$ cat config.mk
export PLATFORM = sky130hd
export DESIGN_NAME = while_loop_ctrl_flat
export DESIGN_NICKNAME = d
export VERILOG_FILES = /design/src/rtl/while_loop_ctrl_pkg.sv /design/src/rtl/while_loop_ctrl_if.sv /design/src/rtl/while_loop_ctrl_iter.sv /design/src/rtl/while_loop_ctrl.sv /design/src/flat_wrapper.sv
export SDC_FILE = /design/constraint.sdc
export NUM_CORES = 1
export LEC_CHECK = 0
export BUFFER_PORTS_ARGS = -buffer_cell sky130_fd_sc_hd__clkbuf_2
export CAP_MARGIN = 10
export CORE_UTILIZATION = 45
export CTS_CLUSTER_DIAMETER = 100
export CTS_CLUSTER_SIZE = 40
export DETAILED_ROUTE_END_ITERATION = 10
export PLACE_DENSITY = 0.77
export REMOVE_ABC_BUFFERS = 1
export SYNTH_ARGS = -nofsm -noshare
export SYNTH_HDL_FRONTEND = slang
export SYNTH_SLANG_ARGS = --single-unit
$ cat constraint.sdc
create_clock -name clk -period 1.97 [get_ports clk]
set_input_delay 0.197 -clock clk [delete_from_list [all_inputs] [get_ports clk]]
set_output_delay 0.197 -clock clk [all_outputs]
set_load 0.03 [all_outputs]
$ cat src/rtl/while_loop_ctrl_pkg.sv
`default_nettype none
// ============================================================================
//  Module   : loop_ctrl_pkg
//  Brief    : Shared types for the pre-test loop sequencer.
//  Revision : 1.0 - initial release
// ============================================================================
package loop_ctrl_pkg;

  // Controller phases: condition test precedes every body execution.
  typedef enum logic [2:0] {
    IDLE   = 3'd0,
    TEST   = 3'd1,
    BODY   = 3'd2,
    WAIT   = 3'd3,
    FINISH = 3'd4
  } loop_state_e;

endpackage
`default_nettype wire

$ cat src/rtl/while_loop_ctrl_if.sv
`default_nettype none
// ============================================================================
//  Module   : while_loop_ctrl_if
//  Brief    : Sequencing-master and body-unit signals of the loop controller.
//  Revision : 1.0 - initial release
// ============================================================================
interface while_loop_ctrl_if #(
  parameter int CNT_W = 8
);
  logic             start_i;
  logic             ready_o;
  logic [CNT_W-1:0] init_i;
  logic [CNT_W-1:0] limit_i;
  logic             body_start_o;
  logic             body_done_i;
  logic [CNT_W-1:0] body_data_i;
  logic [CNT_W-1:0] local_o;
  logic [CNT_W-1:0] iter_o;
  logic [CNT_W-1:0] temp_o;
  logic             busy_o;
  logic             done_o;

  // Controller side
  modport slave (
    input  start_i, init_i, limit_i, body_done_i, body_data_i,
    output ready_o, body_start_o, local_o, iter_o, temp_o, busy_o, done_o
  );

  // Environment side (sequencing master plus body unit)
  modport master (
    output start_i, init_i, limit_i, body_done_i, body_data_i,
    input  ready_o, body_start_o, local_o, iter_o, temp_o, busy_o, done_o
  );
endinterface
`default_nettype wire

$ cat src/rtl/while_loop_ctrl_iter.sv
`default_nettype none
// ============================================================================
//  Module   : loop_iter_counter
//  Brief    : Loop variable y with saturating step and overflow flag; reports
//             whether the loop condition (y < lim) still holds.
//  Revision : 1.0 - initial release
// ============================================================================
module loop_iter_counter #(
  parameter int CNT_W = 8,
  parameter int STEP  = 1
) (
  input  wire logic             clk,
  input  wire logic             rst,
  input  wire logic             i_load,
  input  wire logic [CNT_W-1:0] i_load_val,
  input  wire logic             i_step,
  input  wire logic [CNT_W-1:0] i_lim,
  output logic                  o_lt
);

  localparam logic [CNT_W:0] c_step = (CNT_W+1)'(STEP);

  logic [CNT_W-1:0] r_y;
  logic             r_ovf;
  logic [CNT_W:0]   w_sum;

  // One extra bit catches the carry so y never wraps back below the limit.
  assign w_sum = {1'b0, r_y} + c_step;

  // Load on accepted start, advance after each completed body.
  always_ff @(posedge clk) begin
    if (rst) begin
      r_y   <= '0;
      r_ovf <= 1'b0;
    end else if (i_load) begin
      r_y   <= i_load_val;
      r_ovf <= 1'b0;
    end else if (i_step) begin
      if (w_sum[CNT_W]) begin
        r_ovf <= 1'b1;
      end else begin
        r_y <= w_sum[CNT_W-1:0];
      end
    end
  end

  assign o_lt = (r_y < i_lim) && !r_ovf;

endmodule
`default_nettype wire

$ cat src/rtl/while_loop_ctrl.sv
`default_nettype none
// ============================================================================
//  Module   : while_loop_ctrl
//  Brief    : Pre-test (while) loop sequencer driving an external body unit
//             through a start/done handshake. Loop-local and outer-scope
//             results are kept in separate registers.
//  Revision : 1.0 - initial release
// ============================================================================
module while_loop_ctrl
  import loop_ctrl_pkg::*;
#(
  parameter int CNT_W     = 8,
  parameter int STEP      = 1,
  parameter int OUTER_VAL = 1
) (
  input  wire logic       clk,
  input  wire logic       rst,
  while_loop_ctrl_if.slave bus
);

  localparam logic [CNT_W-1:0] c_outer_val = CNT_W'(OUTER_VAL);
  localparam logic [CNT_W-1:0] c_one       = CNT_W'(1);

  loop_state_e      r_state;
  logic [CNT_W-1:0] r_lim;
  logic [CNT_W-1:0] r_local;
  logic [CNT_W-1:0] r_iter;
  logic [CNT_W-1:0] r_temp;
  logic             r_body_start;
  logic             r_done;

  logic             w_load;
  logic             w_step;
  logic             w_lt;

  assign w_load = (r_state == IDLE) && bus.start_i;
  assign w_step = (r_state == WAIT) && bus.body_done_i;

  loop_iter_counter #(
    .CNT_W (CNT_W),
    .STEP  (STEP)
  ) u_iter (
    .clk        (clk),
    .rst        (rst),
    .i_load     (w_load),
    .i_load_val (bus.init_i),
    .i_step     (w_step),
    .i_lim      (r_lim),
    .o_lt       (w_lt)
  );

  // Loop sequencer; pulse outputs are registered on entry to their state.
  always_ff @(posedge clk) begin
    if (rst) begin
      r_state      <= IDLE;
      r_lim        <= '0;
      r_local      <= '0;
      r_iter       <= '0;
      r_temp       <= '0;
      r_body_start <= 1'b0;
      r_done       <= 1'b0;
    end else begin
      r_body_start <= 1'b0;
      r_done       <= 1'b0;
      case (r_state)
        IDLE: begin
          if (bus.start_i) begin
            r_lim   <= bus.limit_i;
            r_iter  <= '0;
            r_local <= '0;
            r_state <= TEST;
          end
        end
        TEST: begin
          if (w_lt) begin
            r_body_start <= 1'b1;
            r_state      <= BODY;
          end else begin
            r_done  <= 1'b1;
            r_state <= FINISH;
          end
        end
        BODY: begin
          r_state <= WAIT;
        end
        WAIT: begin
          if (bus.body_done_i) begin
            r_local <= bus.body_data_i;
            r_iter  <= r_iter + c_one;
            r_state <= TEST;
          end
        end
        FINISH: begin
          // Outer scope only ever sees the constant, never body data.
          r_temp  <= c_outer_val;
          r_state <= IDLE;
        end
        default: begin
          r_state <= IDLE;
        end
      endcase
    end
  end

  assign bus.ready_o      = (r_state == IDLE);
  assign bus.busy_o       = (r_state != IDLE);
  assign bus.body_start_o = r_body_start;
  assign bus.done_o       = r_done;
  assign bus.local_o      = r_local;
  assign bus.iter_o       = r_iter;
  assign bus.temp_o       = r_temp;

endmodule
`default_nettype wire

$ cat src/flat_wrapper.sv
// flat-port wrapper written by rule: the top's interface ports become plain ports
module while_loop_ctrl_flat import loop_ctrl_pkg::*;
#(
  parameter int CNT_W     = 8,
  parameter int STEP      = 1,
  parameter int OUTER_VAL = 1
)
  (clk, rst, bus_start_i, bus_init_i, bus_limit_i, bus_body_done_i, bus_body_data_i, bus_ready_o, bus_body_start_o, bus_local_o, bus_iter_o, bus_temp_o, bus_busy_o, bus_done_o);
  while_loop_ctrl_if #(.CNT_W(CNT_W)) bus_i ();
  input  wire logic clk;
  input  wire logic rst;
  input wire logic [$bits(bus_i.start_i)-1:0] bus_start_i;
  input wire logic [$bits(bus_i.init_i)-1:0] bus_init_i;
  input wire logic [$bits(bus_i.limit_i)-1:0] bus_limit_i;
  input wire logic [$bits(bus_i.body_done_i)-1:0] bus_body_done_i;
  input wire logic [$bits(bus_i.body_data_i)-1:0] bus_body_data_i;
  output wire logic [$bits(bus_i.ready_o)-1:0] bus_ready_o;
  output wire logic [$bits(bus_i.body_start_o)-1:0] bus_body_start_o;
  output wire logic [$bits(bus_i.local_o)-1:0] bus_local_o;
  output wire logic [$bits(bus_i.iter_o)-1:0] bus_iter_o;
  output wire logic [$bits(bus_i.temp_o)-1:0] bus_temp_o;
  output wire logic [$bits(bus_i.busy_o)-1:0] bus_busy_o;
  output wire logic [$bits(bus_i.done_o)-1:0] bus_done_o;
  assign bus_i.start_i = bus_start_i;
  assign bus_i.init_i = bus_init_i;
  assign bus_i.limit_i = bus_limit_i;
  assign bus_i.body_done_i = bus_body_done_i;
  assign bus_i.body_data_i = bus_body_data_i;
  assign bus_ready_o = bus_i.ready_o;
  assign bus_body_start_o = bus_i.body_start_o;
  assign bus_local_o = bus_i.local_o;
  assign bus_iter_o = bus_i.iter_o;
  assign bus_temp_o = bus_i.temp_o;
  assign bus_busy_o = bus_i.busy_o;
  assign bus_done_o = bus_i.done_o;
  while_loop_ctrl #(.CNT_W(CNT_W), .STEP(STEP), .OUTER_VAL(OUTER_VAL)) u_core (.clk(clk), .rst(rst), .bus(bus_i));
endmodule
Word-level counts from Yosys, hierarchy flattened
Index checks and enable logic that the tools add are counted.
{"block": "word_totals", "regBits": 39, "input_bits": 28, "out_inout_bits": 28}
{"block": "classes", "addsub": 2, "order_cmp": 1, "n_eq_ne": 7, "muxes": 14, "bitwise": 1, "n_reduce_logical": 15}
{"op": "$mux 8", "n": 6}
{"op": "$pmux 8 s2", "n": 2}
{"op": "$pmux 3 s4", "n": 1}
{"op": "$add 8x1->9 const B", "n": 1}
{"op": "$mux 3", "n": 3}
{"op": "$add 8x1->8 const B", "n": 1}
{"op": "$lt 8x8->1", "n": 1}
{"op": "$reduce_and 2->1", "n": 4}
{"op": "$eq 3x2->1 const B", "n": 2}
{"op": "$ne 2x2->1 const B", "n": 3}
{"op": "$reduce_bool 2->1", "n": 2}
{"op": "$reduce_or 2->1", "n": 2}
{"op": "$eq 3x1->1 const B", "n": 1}
{"op": "$eq 3x3->1 const B", "n": 1}
{"op": "$logic_and 1x1->1", "n": 3}
{"op": "$logic_not 3->1", "n": 1}
{"op": "$reduce_and 3->1", "n": 1}
{"op": "$reduce_bool 3->1", "n": 1}
{"op": "$mux 1", "n": 2}
{"op": "$logic_not 1->1", "n": 1}
{"op": "$not 1->1", "n": 1}

Logic depth before layout (Yosys ltp)
{"block": "depth", "word_depth": 4, "mapped_depth": 7}

Hierarchy
Synthesis repeated with hierarchy kept, for this count alone.
{"block": "unflattened", "hier_cells": 229, "hier_area_um2": 1955.6}
{"mod": "while_loop_ctrl", "instances": 1, "cells_each": 144, "area_per_inst_um2": 1270.0}
{"mod": "loop_iter_counter", "instances": 1, "cells_each": 85, "area_per_inst_um2": 685.7}

Worst setup path before layout
OpenSTA, ideal clock, no wires.
{"block": "synth_timing", "path_type": "register -> register", "startpoint": "register u_core.r_state[2]", "endpoint": "register u_core.r_iter[7] (netlist: u_core.bus.iter_o[7])", "arrival_time_ns": 1.608, "required_ns": 1.853, "path_slack_ns": 0.245, "stages_incl_launch_ff": 7, "synth_period_minus_slack_ns": 1.725, "cell_sequence": "dfxtp_1 buf_6 or4b_4 buf_6 a2111oi_4 xnor2_1 nor2_2"}
{"block": "synth_between", "elab_chain_len": 3}
{"element": "start: declaration", "line": "while_loop_ctrl.sv:24", "source": "loop_state_e r_state;"}
{"element": "start signal: assignment", "line": "while_loop_ctrl.sv:55", "source": "r_state <= IDLE;"}
{"element": "start signal: assignment", "line": "while_loop_ctrl.sv:71", "source": "r_state <= TEST;"}
{"element": "start signal: assignment", "line": "while_loop_ctrl.sv:77", "source": "r_state <= BODY;"}
{"element": "$eq 3x2->1 or $logic_not 3->1 (tied branches)", "line": "while_loop_ctrl.sv:65", "source": "case (r_state)"}
{"element": "$ne 2x2->1 (no line) or $reduce_bool 2->1 (tied branches)"}
{"element": "$reduce_and 3->1 (no line)"}
{"element": "end signal: assignment", "line": "while_loop_ctrl.sv:89", "source": "r_iter <= r_iter + c_one;"}
{"element": "end: declaration", "line": "while_loop_ctrl.sv:27", "source": "logic [CNT_W-1:0] r_iter;"}
Several ways; a longest one is shown, not always the timed one.
A chain may end at the register's enable or synchronous reset.

Final worst setup path
{"block": "layout_timing", "startpoint": "register u_core.r_state[1]", "endpoint": "register u_core.u_iter.r_y[5]"}
{"block": "layout_between", "elab_chain_len": 4}
{"element": "$logic_not 3->1 or $eq 3x2->1 (tied branches)", "line": "while_loop_ctrl.sv:36, while_loop_ctrl.sv:37"}
{"element": "$logic_and 1x1->1, on equally long branches", "line": "while_loop_ctrl.sv:36, while_loop_ctrl.sv:37"}
{"element": "$ne 2x2->1 (no line) or $reduce_bool 2->1 (tied branches)"}
{"element": "$reduce_and 2->1 (no line)"}
{"element": "end signal: assignment", "line": "while_loop_ctrl_iter.sv:36", "source": "r_y <= i_load_val;"}
{"element": "end signal: assignment", "line": "while_loop_ctrl_iter.sv:42", "source": "r_y <= w_sum[CNT_W-1:0];"}
{"element": "end: declaration", "line": "while_loop_ctrl_iter.sv:23", "source": "logic [CNT_W-1:0] r_y;"}
Several ways; a longest one is shown, not always the timed one.

==> results by group <==
STA
  • Ratio of final minimum period to clock period: 90.5%
  • Peak Freq: 0.561 GHz
  • RSZ-0062 raised after global routing: false
  • Final Hold Viols: 0
  • Clock period minus worst slack: 1.78 ns
  • Clock skew: 0.00575 ns
  • Final setup violating endpoints: 0
  • Slew margin rel.: 56.3%
  • Max-slew violations: 0
  • Worst Tran Pin Value: 0.653 ns

Drt
  • WL/cell: 12.3 µm
  • DRT Pass-1 Iters: 6
  • DRC viols: 0
  • Via/cell ratio: 5.22
  • Initial DRC count: 57
  • Drt total wl: 3920 µm
  • Antenna viol nets, final: 0
  • Routed via count: 1,665

Clock tree
  • CTS buffer count: 5
  • Clock latency on the worst-skew pair: 0.29 ns
  • Setup repair bufs after CTS: 0
  • H-tree levels: 2
  • Reg clk slew, reported paths: 0.08 ns
  • Root buf cell: clkbuf_8
  • Post-CTS Hold Fix Bufs: 0
  • Clock sink total: 39
  • Clk buf depth: 2
  • CTS tree: done
  • Cts repair resizes: 0

Final layout
  • Fillers: 409
  • Multi-input combinational cell area: 982 µm²
  • ANT cells: 0
  • Fraction of layout cells with a size suffix above 1: 24.9%
  • Design Area, Final: 2250 µm²
  • Synth-to-layout area growth: 19.2%
  • Nets: 305
  • Register area: 781 µm²

Critical path
  • CP Data Arrival Time: 1.99 ns
  • CP bufs+invs: 0
  • Classification of the worst setup path: flop to flop
  • Startpoint Class: flop
  • Slowest stage delay, CP: 0.49 ns
  • Crit Path Max Fanout: 9
  • CP max stage cell: dfxtp_1
  • Top Family by Delay on Critical Path: simple AND/OR/NAND/NOR gates
  • Critical Path, Cell by Cell: and4b_1 -> o211ai_1 -> or3_1 -> a311oi_1
  • Crit. End Element: flop
  • Worst Path Required: 2.18 ns

Placement
  • HPWL after DPL: 2870 µm
  • RD Place Congestion: 0.767
  • Buffers on Ports: 48
  • Post-DP Area: 2140 µm²

Floorplanning
  • Full die area: 4470 µm²
  • Core area: 4030 µm²
  • Die X: 66.8 µm
  • Starting Density: 47.0%
  • I/O pin total: 56
  • Die height: 66.8 µm
  • Row count: 23

Synth
  • Yosys top cell by area: dfxtp_1
  • Ys async rst share: 0%
  • Syn Area/Cell: 8.48 µm²
  • Yosys warns: 0
  • Cell variety after synth: 39
  • Synth Instances: 223
  • Register area share after synthesis: 41.3%
  • Synthesized area: 1890 µm²
  • EDFF count, synth: 0
  • Area contributors post-synth: dfxtp_1 (41%), nor2_1 (6.7%), ha_1 (6.0%)
  • Flops & latches, synth: 39
  • Top_reg_cell synth: dfxtp_1
  • Count leader, synth: dfxtp_1
  • Synth cell count leaders: dfxtp_1 (39), nor2_1 (34), nand2_1 (26)
  • Yosys top cell area share: 41.3%

Min path
  • Worst Hold Class: primary input to flop

Global route
  • Gr ovfl total: 0
  • GRT Total Usage: 19.5%
  • Largest net degree at the start of global routing: 21
  • Initial antenna violation count: 0
  • First-pass GRT wire length: 6420 µm
  • Via count of the first global-routing pass: 1,464

Run status
  • Outcome: finished, final reports clean

Power and ir drop
  • Power Density: 923 nW/µm²
  • Power, Total: 2080 µW
  • Peak VDD IR: 0.643 mV
  • Cell leakage power: 0.000959 µW

Run
  • Max-Cap Viols: 0
==> path summary, 6_finish.rpt <==
| kind | from | end | slack, ns | depth (start not counted) |
|---|---|---|---|---|
| worst max-delay path | u_core.r_state[1] | u_core.u_iter.r_y[5] | 0.19 | 4 |
| worst min-delay path | bus_limit_i[7] | u_core.r_lim[7] | 0.12 | 3 |
| worst max register to register | u_core.r_state[1] | u_core.u_iter.r_y[5] | 0.19 | 4 |
| worst min register to register | u_core.r_lim[6] | u_core.r_lim[6] | 0.46 | 2 |
==> cell usage in the layout, fill, tap and decap left out, types with 2 or more instances in the layout <==
cell	count
nand4_1	5
conb_1	7
a22oi_1	9
a21oi_1	14
inv_1	9
a211oi_1	12
nor2_1	34
ha_1	9
or3_1	2
nand2_1	26
clkbuf_8	6
a41oi_1	2
xnor2_1	3
clkbuf_2	48
dfxtp_1	39
o21ai_0	4
buf_4	5
nand3_1	5
and3_1	4
xor2_1	5
==> registers in the layout, indices dropped and copies added (netlist names) <==
register,flops
u_core.bus.temp_o,1
u_core.u_iter.r_y,8
u_core.bus.done_o,1
u_core.r_state,3
u_core.bus.iter_o,8
u_core.r_lim,8
u_core.bus.local_o,8
u_core.u_iter.r_ovf,1
u_core.bus.body_start_o,1
==> per-layer routing <==
layer	vias up	share of wire [%]	track usage [%]	routed length (µm)
li1	856	-	-	-
met1	760	46	23.8	1800
met2	45	48	31.3	1880
met3	4	4.8	5.31	190
met4	0	1.1	9.57	44
met5	-	0	0	0
==> tightest hold or removal path, delay by kind of cell <==
family	cells	cell delay (ns)
AO/OA/AOI/OAI	1	0.05
AND/OR/NAND/NOR	1	0.05
buffers and inverters	1	0.08
==> per-stage QoR <==
stage          utilization, %  std cells  hold WS (ns)  worst slack [ns]  setup TNS [ns]
2_1_floorplan               -        208         0.266            -0.231           -2.22
3_3_place_gp             53.0        311         0.424             0.221               0
3_5_place_dp             53.0        311         0.433             0.189               0
4_1_cts                  56.0        319         0.106             0.174               0
5_1_grt                  56.0        319         0.123            0.0256               0
6_report                 56.0        319         0.120             0.187               0
==> cells by family after synthesis <==
kind of cell             Yosys count  share of synthesized area [%]
AND/OR/NAND/NOR                   87                           21.6
AO/OA/AOI/OAI                     47                           17.9
flip-flops                        39                           41.3
buffers and inverters             30                           8.33
adder cells (fa/ha/maj)            9                           5.95
XOR/XNOR                           8                           3.70
multiplexers                       2                           1.12
other                              1                          0.198
==> final cells by class <==
cell class                      count  share of cell area (%)
Timing Repair Buffer               53                    12.3
Sequential cell                    39                    34.6
Clock buffer                        6                    3.66
Multi-Input combinational cell    160                    43.6
Clock inverter                      2                    1.55
Inverter                            9                    1.50
Tap cell                           50                    2.77
==> report_power, final <==
part           leakage [µW]  internal, µW  total [µW]  switching (µW)
Sequential         0.000318           853         927            74.0
Clock             0.0000612           410         692             282
Combinational      0.000580           177         463             286
Total              0.000959          1440        2080             642
Note: power is estimated with default switching activity, not from simulation.
